## src/rtl/riscv_pkg.sv

```systemverilog
// Shared opcode, trap-cause, FSM-state and decode types
// for the fetch/decode front end.
package riscv_pkg;

    localparam logic [6:0] OP_LUI    = 7'h37;
    localparam logic [6:0] OP_AUIPC  = 7'h17;
    localparam logic [6:0] OP_JAL    = 7'h6F;
    localparam logic [6:0] OP_JALR   = 7'h67;
    localparam logic [6:0] OP_BRANCH = 7'h63;
    localparam logic [6:0] OP_LOAD   = 7'h03;
    localparam logic [6:0] OP_STORE  = 7'h23;
    localparam logic [6:0] OP_IMM    = 7'h13;
    localparam logic [6:0] OP_REG    = 7'h33;
    localparam logic [6:0] OP_FENCE  = 7'h0F;
    localparam logic [6:0] OP_SYSTEM = 7'h73;

    typedef enum logic [3:0] {
        CAUSE_MISALIGNED = 4'd0,
        CAUSE_ACCESS     = 4'd1,
        CAUSE_ILLEGAL    = 4'd2
    } trap_cause_e;

    typedef enum logic [2:0] {
        IDLE,
        REQ,
        WAIT,
        ISSUE,
        TRAP
    } fds_state_e;

    typedef struct packed {
        logic        valid;
        logic [31:0] raw;
        logic [6:0]  opcode;
        logic [2:0]  funct3;
        logic [6:0]  funct7;
    } dec_t;

endpackage

```

## src/rtl/fetch_decode_sequencer_if.sv

```systemverilog
// Bundles the imem port, execute handshake, redirect and trap signals.
// master = sequencer side, slave = memory/execute/trap environment.
interface fetch_decode_sequencer_if;

    logic        imem_req_valid;
    logic        imem_req_ready;
    logic [31:0] imem_addr;
    logic        imem_rsp_valid;
    logic [31:0] imem_rsp_data;
    logic        imem_rsp_fault;

    logic        ex_valid;
    logic        ex_ready;
    logic [31:0] ex_pc;
    logic [31:0] ex_instr;
    logic [6:0]  ex_opcode;
    logic [2:0]  ex_funct3;
    logic [6:0]  ex_funct7;

    logic        redirect_valid;
    logic [31:0] redirect_pc;

    logic [31:0] trap_vector;
    logic        trap_valid;
    logic [3:0]  trap_cause;
    logic [31:0] trap_pc;
    logic [31:0] trap_tval;
    logic        trap_ack;

    modport master (
        output imem_req_valid, imem_addr,
        input  imem_req_ready,
        input  imem_rsp_valid, imem_rsp_data, imem_rsp_fault,
        output ex_valid, ex_pc, ex_instr,
        output ex_opcode, ex_funct3, ex_funct7,
        input  ex_ready,
        input  redirect_valid, redirect_pc,
        input  trap_vector, trap_ack,
        output trap_valid, trap_cause, trap_pc, trap_tval
    );

    modport slave (
        input  imem_req_valid, imem_addr,
        output imem_req_ready,
        output imem_rsp_valid, imem_rsp_data, imem_rsp_fault,
        input  ex_valid, ex_pc, ex_instr,
        input  ex_opcode, ex_funct3, ex_funct7,
        output ex_ready,
        output redirect_valid, redirect_pc,
        output trap_vector, trap_ack,
        input  trap_valid, trap_cause, trap_pc, trap_tval
    );

endinterface

```

## src/rtl/instruction_decoder.sv

```systemverilog
// Combinational opcode/field decoder.
// instr in; dec out (valid opcode flag, raw word, opcode/funct3/funct7).
module instruction_decoder
    import riscv_pkg::*;
(
    input  logic [31:0] instr,
    output dec_t        dec
);

    logic [6:0] op;

    assign op = instr[6:0];

    always_comb begin
        dec        = '0;
        dec.raw    = instr;
        dec.opcode = op;
        dec.funct3 = instr[14:12];
        dec.funct7 = instr[31:25];
        unique case (1'b1)
            (op == OP_LUI),
            (op == OP_AUIPC),
            (op == OP_JAL),
            (op == OP_JALR),
            (op == OP_BRANCH),
            (op == OP_LOAD),
            (op == OP_STORE),
            (op == OP_IMM),
            (op == OP_REG),
            (op == OP_FENCE),
            (op == OP_SYSTEM): dec.valid = 1'b1;
            default:           dec.valid = 1'b0;
        endcase
    end

endmodule

```

## src/rtl/fetch_decode_sequencer.sv

```systemverilog
// Fetch/decode sequencer: owns the fetch PC, issues word fetches,
// decodes responses and hands instructions to execute or raises traps.
// Ports: clk, rst_n (async, active low), enable, bus (master modport).
module fetch_decode_sequencer
    import riscv_pkg::*;
#(
    parameter logic [31:0] RESET_PC = 32'h0000_0000
)
(
    input  logic                      clk,
    input  logic                      rst_n,
    input  logic                      enable,
    fetch_decode_sequencer_if.master  bus
);

    fds_state_e  state_q;
    logic [31:0] pc_q;
    logic        kill_q;

    logic        ex_valid_q;
    logic [31:0] ex_pc_q;
    logic [31:0] ex_instr_q;
    logic [6:0]  ex_opcode_q;
    logic [2:0]  ex_funct3_q;
    logic [6:0]  ex_funct7_q;

    logic        trap_valid_q;
    trap_cause_e trap_cause_q;
    logic [31:0] trap_pc_q;
    logic [31:0] trap_tval_q;

    dec_t        dec;
    logic        req_valid;
    logic        req_fire;
    logic        redir_take;
    logic        redir_mis;
    logic        kill_set;

    instruction_decoder u_dec (
        .instr (bus.imem_rsp_data),
        .dec   (dec)
    );

    assign req_valid  = (state_q == REQ) && !kill_q;
    assign req_fire   = req_valid && bus.imem_req_ready;
    assign redir_take = bus.redirect_valid && (state_q != TRAP);
    assign redir_mis  = |bus.redirect_pc[1:0];

    // A redirect orphans an accepted request or an unanswered one;
    // a response arriving with the redirect is simply dropped.
    assign kill_set = (state_q == REQ && req_fire)
                   || (state_q == WAIT && !bus.imem_rsp_valid);

    always_ff @(posedge clk or negedge rst_n) begin
        if (!rst_n) begin
            state_q      <= IDLE;
            pc_q         <= RESET_PC;
            kill_q       <= 1'b0;
            ex_valid_q   <= 1'b0;
            ex_pc_q      <= '0;
            ex_instr_q   <= '0;
            ex_opcode_q  <= '0;
            ex_funct3_q  <= '0;
            ex_funct7_q  <= '0;
            trap_valid_q <= 1'b0;
            trap_cause_q <= CAUSE_MISALIGNED;
            trap_pc_q    <= '0;
            trap_tval_q  <= '0;
        end else begin
            if (kill_q && bus.imem_rsp_valid)
                kill_q <= 1'b0;
            if (redir_take) begin
                ex_valid_q <= 1'b0;
                if (kill_set)
                    kill_q <= 1'b1;
                if (redir_mis) begin
                    state_q      <= TRAP;
                    trap_valid_q <= 1'b1;
                    trap_cause_q <= CAUSE_MISALIGNED;
                    trap_pc_q    <= bus.redirect_pc;
                    trap_tval_q  <= bus.redirect_pc;
                end else begin
                    pc_q    <= bus.redirect_pc;
                    state_q <= REQ;
                end
            end else begin
                unique case (state_q)
                    IDLE: begin
                        if (enable)
                            state_q <= REQ;
                    end
                    REQ: begin
                        if (req_fire)
                            state_q <= WAIT;
                    end
                    WAIT: begin
                        if (bus.imem_rsp_valid && !kill_q) begin
                            priority case (1'b1)
                                bus.imem_rsp_fault: begin
                                    state_q      <= TRAP;
                                    trap_valid_q <= 1'b1;
                                    trap_cause_q <= CAUSE_ACCESS;
                                    trap_pc_q    <= pc_q;
                                    trap_tval_q  <= pc_q;
                                end
                                !dec.valid: begin
                                    state_q      <= TRAP;
                                    trap_valid_q <= 1'b1;
                                    trap_cause_q <= CAUSE_ILLEGAL;
                                    trap_pc_q    <= pc_q;
                                    trap_tval_q  <= dec.raw;
                                end
                                default: begin
                                    state_q     <= ISSUE;
                                    ex_valid_q  <= 1'b1;
                                    ex_pc_q     <= pc_q;
                                    ex_instr_q  <= dec.raw;
                                    ex_opcode_q <= dec.opcode;
                                    ex_funct3_q <= dec.funct3;
                                    ex_funct7_q <= dec.funct7;
                                end
                            endcase
                        end
                    end
                    ISSUE: begin
                        if (bus.ex_ready) begin
                            ex_valid_q <= 1'b0;
                            pc_q       <= pc_q + 32'd4;
                            state_q    <= enable ? REQ : IDLE;
                        end
                    end
                    TRAP: begin
                        if (bus.trap_ack) begin
                            trap_valid_q <= 1'b0;
                            pc_q         <= bus.trap_vector;
                            state_q      <= REQ;
                        end
                    end
                    default: state_q <= IDLE;
                endcase
            end
        end
    end

    assign bus.imem_req_valid = req_valid;
    assign bus.imem_addr      = pc_q;
    assign bus.ex_valid       = ex_valid_q;
    assign bus.ex_pc          = ex_pc_q;
    assign bus.ex_instr       = ex_instr_q;
    assign bus.ex_opcode      = ex_opcode_q;
    assign bus.ex_funct3      = ex_funct3_q;
    assign bus.ex_funct7      = ex_funct7_q;
    assign bus.trap_valid     = trap_valid_q;
    assign bus.trap_cause     = trap_cause_q;
    assign bus.trap_pc        = trap_pc_q;
    assign bus.trap_tval      = trap_tval_q;

endmodule

```

## src/flat_wrapper.sv

```systemverilog
// flat-port wrapper written by rule: the top's interface ports become plain ports
module fetch_decode_sequencer_flat import riscv_pkg::*;
#(
    parameter logic [31:0] RESET_PC = 32'h0000_0000
)
  (clk, rst_n, enable, bus_imem_req_valid, bus_imem_addr, bus_imem_req_ready, bus_imem_rsp_valid, bus_imem_rsp_data, bus_imem_rsp_fault, bus_ex_valid, bus_ex_pc, bus_ex_instr, bus_ex_opcode, bus_ex_funct3, bus_ex_funct7, bus_ex_ready, bus_redirect_valid, bus_redirect_pc, bus_trap_vector, bus_trap_ack, bus_trap_valid, bus_trap_cause, bus_trap_pc, bus_trap_tval);
  fetch_decode_sequencer_if bus_i ();
  input  logic clk;
  input  logic rst_n;
  input  logic enable;
  output wire logic [$bits(bus_i.imem_req_valid)-1:0] bus_imem_req_valid;
  output wire logic [$bits(bus_i.imem_addr)-1:0] bus_imem_addr;
  input wire logic [$bits(bus_i.imem_req_ready)-1:0] bus_imem_req_ready;
  input wire logic [$bits(bus_i.imem_rsp_valid)-1:0] bus_imem_rsp_valid;
  input wire logic [$bits(bus_i.imem_rsp_data)-1:0] bus_imem_rsp_data;
  input wire logic [$bits(bus_i.imem_rsp_fault)-1:0] bus_imem_rsp_fault;
  output wire logic [$bits(bus_i.ex_valid)-1:0] bus_ex_valid;
  output wire logic [$bits(bus_i.ex_pc)-1:0] bus_ex_pc;
  output wire logic [$bits(bus_i.ex_instr)-1:0] bus_ex_instr;
  output wire logic [$bits(bus_i.ex_opcode)-1:0] bus_ex_opcode;
  output wire logic [$bits(bus_i.ex_funct3)-1:0] bus_ex_funct3;
  output wire logic [$bits(bus_i.ex_funct7)-1:0] bus_ex_funct7;
  input wire logic [$bits(bus_i.ex_ready)-1:0] bus_ex_ready;
  input wire logic [$bits(bus_i.redirect_valid)-1:0] bus_redirect_valid;
  input wire logic [$bits(bus_i.redirect_pc)-1:0] bus_redirect_pc;
  input wire logic [$bits(bus_i.trap_vector)-1:0] bus_trap_vector;
  input wire logic [$bits(bus_i.trap_ack)-1:0] bus_trap_ack;
  output wire logic [$bits(bus_i.trap_valid)-1:0] bus_trap_valid;
  output wire logic [$bits(bus_i.trap_cause)-1:0] bus_trap_cause;
  output wire logic [$bits(bus_i.trap_pc)-1:0] bus_trap_pc;
  output wire logic [$bits(bus_i.trap_tval)-1:0] bus_trap_tval;
  assign bus_imem_req_valid = bus_i.imem_req_valid;
  assign bus_imem_addr = bus_i.imem_addr;
  assign bus_i.imem_req_ready = bus_imem_req_ready;
  assign bus_i.imem_rsp_valid = bus_imem_rsp_valid;
  assign bus_i.imem_rsp_data = bus_imem_rsp_data;
  assign bus_i.imem_rsp_fault = bus_imem_rsp_fault;
  assign bus_ex_valid = bus_i.ex_valid;
  assign bus_ex_pc = bus_i.ex_pc;
  assign bus_ex_instr = bus_i.ex_instr;
  assign bus_ex_opcode = bus_i.ex_opcode;
  assign bus_ex_funct3 = bus_i.ex_funct3;
  assign bus_ex_funct7 = bus_i.ex_funct7;
  assign bus_i.ex_ready = bus_ex_ready;
  assign bus_i.redirect_valid = bus_redirect_valid;
  assign bus_i.redirect_pc = bus_redirect_pc;
  assign bus_i.trap_vector = bus_trap_vector;
  assign bus_i.trap_ack = bus_trap_ack;
  assign bus_trap_valid = bus_i.trap_valid;
  assign bus_trap_cause = bus_i.trap_cause;
  assign bus_trap_pc = bus_i.trap_pc;
  assign bus_trap_tval = bus_i.trap_tval;
  fetch_decode_sequencer #(.RESET_PC(RESET_PC)) u_core (.clk(clk), .rst_n(rst_n), .enable(enable), .bus(bus_i));
endmodule
```

## config.mk

```make
export PLATFORM = sky130hd
export DESIGN_NAME = fetch_decode_sequencer_flat
export DESIGN_NICKNAME = d
export VERILOG_FILES = /design/src/rtl/riscv_pkg.sv /design/src/rtl/fetch_decode_sequencer_if.sv /design/src/rtl/instruction_decoder.sv /design/src/rtl/fetch_decode_sequencer.sv /design/src/flat_wrapper.sv
export SDC_FILE = /design/constraint.sdc
export NUM_CORES = 1
export LEC_CHECK = 0
export CORE_ASPECT_RATIO = 0.5
export CORE_MARGIN = 10
export CORE_UTILIZATION = 48
export CTS_CLUSTER_DIAMETER = 50
export DETAILED_ROUTE_END_ITERATION = 16
export GPL_TIMING_DRIVEN = 0
export HOLD_SLACK_MARGIN = 0.1
export PLACE_DENSITY = 0.93
export SLEW_MARGIN = 40
export SYNTH_ARGS = -nofsm -noshare
export SYNTH_HDL_FRONTEND = slang
export SYNTH_HIERARCHICAL = 1
export SYNTH_SLANG_ARGS = --single-unit
```

## constraint.sdc

```tcl
create_clock -name clk -period 2.4 [get_ports clk]
set_input_delay 0.24 -clock clk [delete_from_list [all_inputs] [get_ports clk]]
set_output_delay 0.24 -clock clk [all_outputs]
set_load 0.05 [all_outputs]
```

* After elaboration in Yosys (flattened, before gate mapping)
Cells that the tools add are included.
** Operators by class
- Mux-type cells :: 50
- Eq/ne operators :: 27
- Bitwise gates (word level) :: 2
- Reductions and logical operators :: 24
- Add/subtract/negate cells :: 1
** Operator list (number)
- $mux W32 :: 15
- $pmux W32 S2 :: 1
- $add A32 B3 Y32 const B :: 1
- $eq A7 B7 Y1 const B :: 4
- $mux W3 :: 9
- $mux W4 :: 6
- $eq A7 B6 Y1 const B :: 3
- $reduce_and A5 Y1 :: 4
- $mux W1 :: 16
- $ne A3 B2 Y1 const B :: 5
- $pmux W3 S5 :: 1
- $eq A7 B5 Y1 const B :: 2
- $reduce_or A11 Y1 :: 1
- $reduce_bool A3 Y1 :: 3
- $reduce_and A4 Y1 :: 2
- $eq A7 B2 Y1 const B :: 1
- $eq A7 B4 Y1 const B :: 1
- $logic_and A1 B1 Y1 :: 7
- $eq A3 B2 Y1 const B :: 2
- $ne A3 B1 Y1 const B :: 2
- $ne A3 B3 Y1 const B :: 2
- $ne A2 B2 Y1 const B :: 2
- $ne A4 B4 Y1 const B :: 1
- $pmux W1 S2 :: 2
- other kinds (8) :: 11
** Word-level totals
- Bits in registers :: 187
- Input bits :: 105
- Output and inout port bits :: 184
- Word-level logic and storage cells :: 117

* Longest topological paths before layout
- Word-level depth :: 8
- Gate-level depth with buffers :: 10
- Depth with buffers taken out :: 8

* Modules after synthesis
The synthesis kept the hierarchy.
** Modules (own cells, without submodules)
- fetch_decode_sequencer :: area each 8911.0 µm², cells each 865, seq. area each 4629.4 µm², instances 1
- instruction_decoder :: area each 436.7 µm², cells each 57, seq. area each 0.0 µm², instances 1

* Worst setup path before layout
OpenSTA, ideal clock, no wires.
- Path type :: register to output
- Start :: register u_core.state_q[0]
- End :: output bus_imem_req_valid
- Path buffers :: 2
- Slack :: -168 ps
- Cell stages (with the launch flop) :: 4
- Arrival :: 2328 ps
- Required time :: 2160 ps
- Cell sequence :: dfrtp_1 > buf_6 > clkbuf_1 > nor4b_1
** On the way
- Word-level cells in the longest chain between the ends :: 2
** Ends and longest elaborated chain
- from (decl) :: RTL line fetch_decode_sequencer.sv:16 : fds_state_e state_q;
- from (signal assigned) :: RTL line fetch_decode_sequencer.sv:129 : state_q <= enable ? REQ : IDLE;
- $eq A3 B1 Y1 :: RTL line fetch_decode_sequencer.sv:44 : assign req_valid = (state_q == REQ) && !kill_q;
- $logic_and A1 B1 Y1 :: RTL line fetch_decode_sequencer.sv:44
- to (decl) :: RTL line flat_wrapper.sv:11 : output wire logic [$bits(bus_i.imem_req_valid)-1:0] bus_imem_req_valid;
No other way between the ends.

* Worst setup path in the final report
- Start :: register u_core.state_q[2]
- End :: register u_core.pc_q[20] (netlist: u_core/bus.imem_addr[20])
** On the way
- Word-level cells in the longest chain between the ends :: 4
- Elaborated cells on any way between the ends :: 11
- Those cells by class :: eq/ne: 6; mux: 2; reduce/logical: 3
** Ends and longest elaborated chain
- $ne A3 B3 Y1 :: RTL line fetch_decode_sequencer.sv:46 : assign redir_take = bus.redirect_valid && (state_q != TRAP);
- $logic_and A1 B1 Y1 :: RTL line fetch_decode_sequencer.sv:46
- $ne A3 B2 Y1 (no line) (tied with other cells)
- $reduce_and A4 Y1 (no line)
- to (signal assigned) :: RTL line fetch_decode_sequencer.sv:83 : pc_q <= bus.redirect_pc;
- to (signal assigned) :: RTL line fetch_decode_sequencer.sv:128 : pc_q <= pc_q + 32'd4;
- to (signal assigned) :: RTL line fetch_decode_sequencer.sv:135 : pc_q <= bus.trap_vector;
- to (decl) :: RTL line fetch_decode_sequencer.sv:17 : logic [31:0] pc_q;
Parallel ways exist; a longest one is shown, timed or not.
A chain may end at the register's enable or synchronous reset.

==> results.tsv <==
metric	value	unit
crit share post-route	99.34	%
Max clock buf depth	2	
Core Area	18740	µm²
Worst EP required	2.74	ns
first-pass GRT wire length	57730	µm
Synth top area share	49.52	%
Rel. slew slack	43.32	%
Hold Worst Slack	0.2406	ns
most numerous cell in the Yosys netlist	dfrtp_1	
hpwl dp	28310	µm
max-slew violations	0	
DR vias	9324	
dominant cells by area after synthesis	dfrtp_1 50%, mux2_2 11%, nor2_1 4.5%	
layout filler cell count	1287	
Mean Syn Cell Area	10.14	µm²
Netlist cell types	72	
vias in the first global route	9417	
Worst setup EP type	register	
Die Area	25790	µm²
worst clock skew	0.01479	ns
initial antenna violation count	3	
largest net degree at the start of global routing	54	
maximum VDD drop	563.6	µV
pwr dens	1221	nW/µm²
CTS HTree Levels	4	
count of buffers inserted at the top-level ports	261	
Num CTS Buffers	17	
DRC Markers	0	
Worst Tran Pin Value	0.8502	ns
Area growth, synth to finish	44.12	%
Hold WC Path Type	in2reg	
Post-synth top flop	dfrtp_1	
sequential share of the synthesized area	49.52	%
Cell Area, Synth	9348	µm²
wire length per cell	25.78	µm
run status	completed	
crit start category	register	
Skew-Pair Late Insertion Delay	0.44	ns
Tot GR Track Use	28.72	%
vias per inst	6.154	
CTS root buf	clkbuf_16	
Max Cap Viol	0	
clk sink count	185	
Overflow after GRT	0	
Yosys top cell by area	dfrtp_1	
top cells by count, synth	185 x dfrtp_1, 112 x nor2_1, 94 x mux2_2	
CP arrival	2.73	ns
Final setup viols	0	
register bit total from synthesis	185	
Post-synth EDFFs	0	
CTS tree	done	
layout cells sized above 1	20.67	%
Final Cell Area	13470	µm²
worst-path maximum fanout	11	
# IOs	289	
yosys synthesis warning count	6	
Worst Setup Path Type	reg2reg	
FFs w/ async S/R, synth	100.0	%
die span in y	118.7	µm
leak pwr	0.005987	µW
Fin. Hold Viols	0	
floorplan row count	35	
min cycle time layout	2.384	ns
Initial Util	49.87	%
Reg clk slew, reported paths	0.07	ns
fmax	0.4195	GHz
final wirelength	39060	µm
cell area after placement	12380	µm²
Final nets	1346	
Die Width	217.4	µm
routability cong.	1.008	
initial DRC count	1269	
Pre-antenna DRT Iters	12	
Mapped Cells	922	
Routed Antenna Nets	0	
report_power, final:
part	internal [µW]	switching, µW
clock network	1820	1310
registers	3930	835
logic	2740	5820
total	8480	7970
placed cells by master, fill, tap and decap left out, types with 3 or more instances in the layout:
cell / n
bufinv_16: 4
dlymetal6s2s_1: 4
a22oi_1: 3
and3_1: 15
clkbuf_16: 18
diode_2: 3
clkbuf_2: 8
nor2_1: 110
a31oi_1: 18
o21a_1: 5
buf_2: 19
a21oi_1: 30
nand4_1: 9
mux2_2: 94
buf_6: 10
dfrtp_1: 183
clkbuf_4: 3
o22ai_1: 46
o31a_1: 5
nor4_4: 3
a41oi_1: 9
a21o_1: 3
inv_1: 12
nor3b_1: 4
o21ai_1: 4
nor3_1: 6
nand2b_1: 3
o311a_1: 3
dlygate4sd3_1: 26
clkbuf_1: 23
nand2_1: 80
buf_4: 61
mux2i_1: 10
buf_16: 3
o21ai_0: 65
o211ai_1: 5
clkdlybuf4s50_1: 255
and4_1: 3
nand3_1: 21
final timing paths:
kind                                                      start                                   end  slack (ns)  cells past startpoint
max in group asynchronous                                 rst_n       u_core/bus.ex_pc[6]$_DFFE_PN0P_        1.51                      3
min in group asynchronous                                 rst_n   u_core/bus.ex_instr[30]$_DFFE_PN0P_        0.28                      2
max                               u_core/state_q[2]$_DFFE_PN0P_  u_core/bus.imem_addr[20]$_DFFE_PN0P_        0.02                      6
max reg2reg                       u_core/state_q[2]$_DFFE_PN0P_  u_core/bus.imem_addr[20]$_DFFE_PN0P_        0.02                      6
min reg2reg                u_core/bus.trap_tval[25]$_DFFE_PN0P_  u_core/bus.trap_tval[25]$_DFFE_PN0P_        0.48                      2
min                                        bus_imem_rsp_data[5]   u_core/bus.ex_opcode[5]$_DFFE_PN0P_        0.24                      3
sequential cells by signal (all words and copies together) (netlist names):
register / flops
u_core/bus.ex_pc: 32
u_core/bus.imem_addr: 32
u_core/bus.trap_valid: 1
u_core/bus.trap_tval: 32
u_core/bus.ex_opcode: 7
u_core/state_q: 3
u_core/bus.trap_pc: 32
u_core/bus.ex_instr: 32
u_core/bus.ex_funct7: 7
u_core/kill_q: 1
u_core/bus.ex_valid: 1
u_core/bus.ex_funct3: 3
u_core/bus.trap_cause: 2
cells by family (layout without fill, tap and decap cells):
logic type               Yosys count  count (layout)  share of synthesized area, %
buffers and inverters            133             462                         8.633
other                              1               5                       0.04012
AO/OA/AOI/OAI                    220             220                         15.01
AND/OR/NAND/NOR                  276             277                         13.99
multiplexers                     106             106                         12.68
adder cells (fa/ha/maj)            1               1                        0.1338
flip-flops                       185             185                         49.52
per-stage QoR:
stage / utilization, % / worst slack, ns / cells / TNS (ns) / total power [µW]
final: 71.88 / 0.01595 / 1515 / 0 / 16450
after global routing: 71.88 / -0.02196 / 1515 / -0.03946 / 16980
after CTS: 71.07 / 0.0005784 / 1503 / 0 / 16140
after detailed placement: 66.06 / -0.7076 / 1446 / -65.45 / 12960
after global placement: 65.59 / -6.523 / 1443 / -1264.34 / 12750
after floorplan: - / 0.2741 / 923 / 0 / 9798
cell type report:
class	count	area [µm²]	share of cell area, %
Clock inverter	13	191.4	1.421
Clock buffer	19	452.9	3.362
Buffer	120	799.5	5.935
Timing Repair Buffer	298	3043	22.59
Antenna cell	3	7.507	0.05573
Sequential cell	185	4632	34.38
Multi-Input combinational cell	606	3976	29.52
Inverter	12	45.04	0.3344
Tap cell	259	324.1	2.405
metal layers:
| layer | GRT usage, % | vias to the layer above | wire length [µm] |
|---|---|---|---|
| met5 | 0 | - | 0 |
| met4 | 16.80 | 0 | 2611 |
| li1 | - | 3889 | - |
| met3 | 7.994 | 213 | 4429 |
| met2 | 45.90 | 741 | 18030 |
| met1 | 34.24 | 4481 | 13990 |
critical path, stage by stage, from the launching register on:
cell	delay [ns]
dfrtp_1	0.35
buf_4	0.20
nor3b_4	0.40
clkbuf_1	0.69
a22oi_1	0.30
o41a_1	0.18
o21ai_0	0.16
what timing repair did:
item,CTS,global route
hold buffers,26,0
endpoints found under the setup margin,52,149
setup buffers,0,7
endpoints found under the hold margin,220,0
cloned,0,2
pin swaps,0,4
gates resized for setup,13,24
Note: power is estimated with default switching activity, not from simulation.
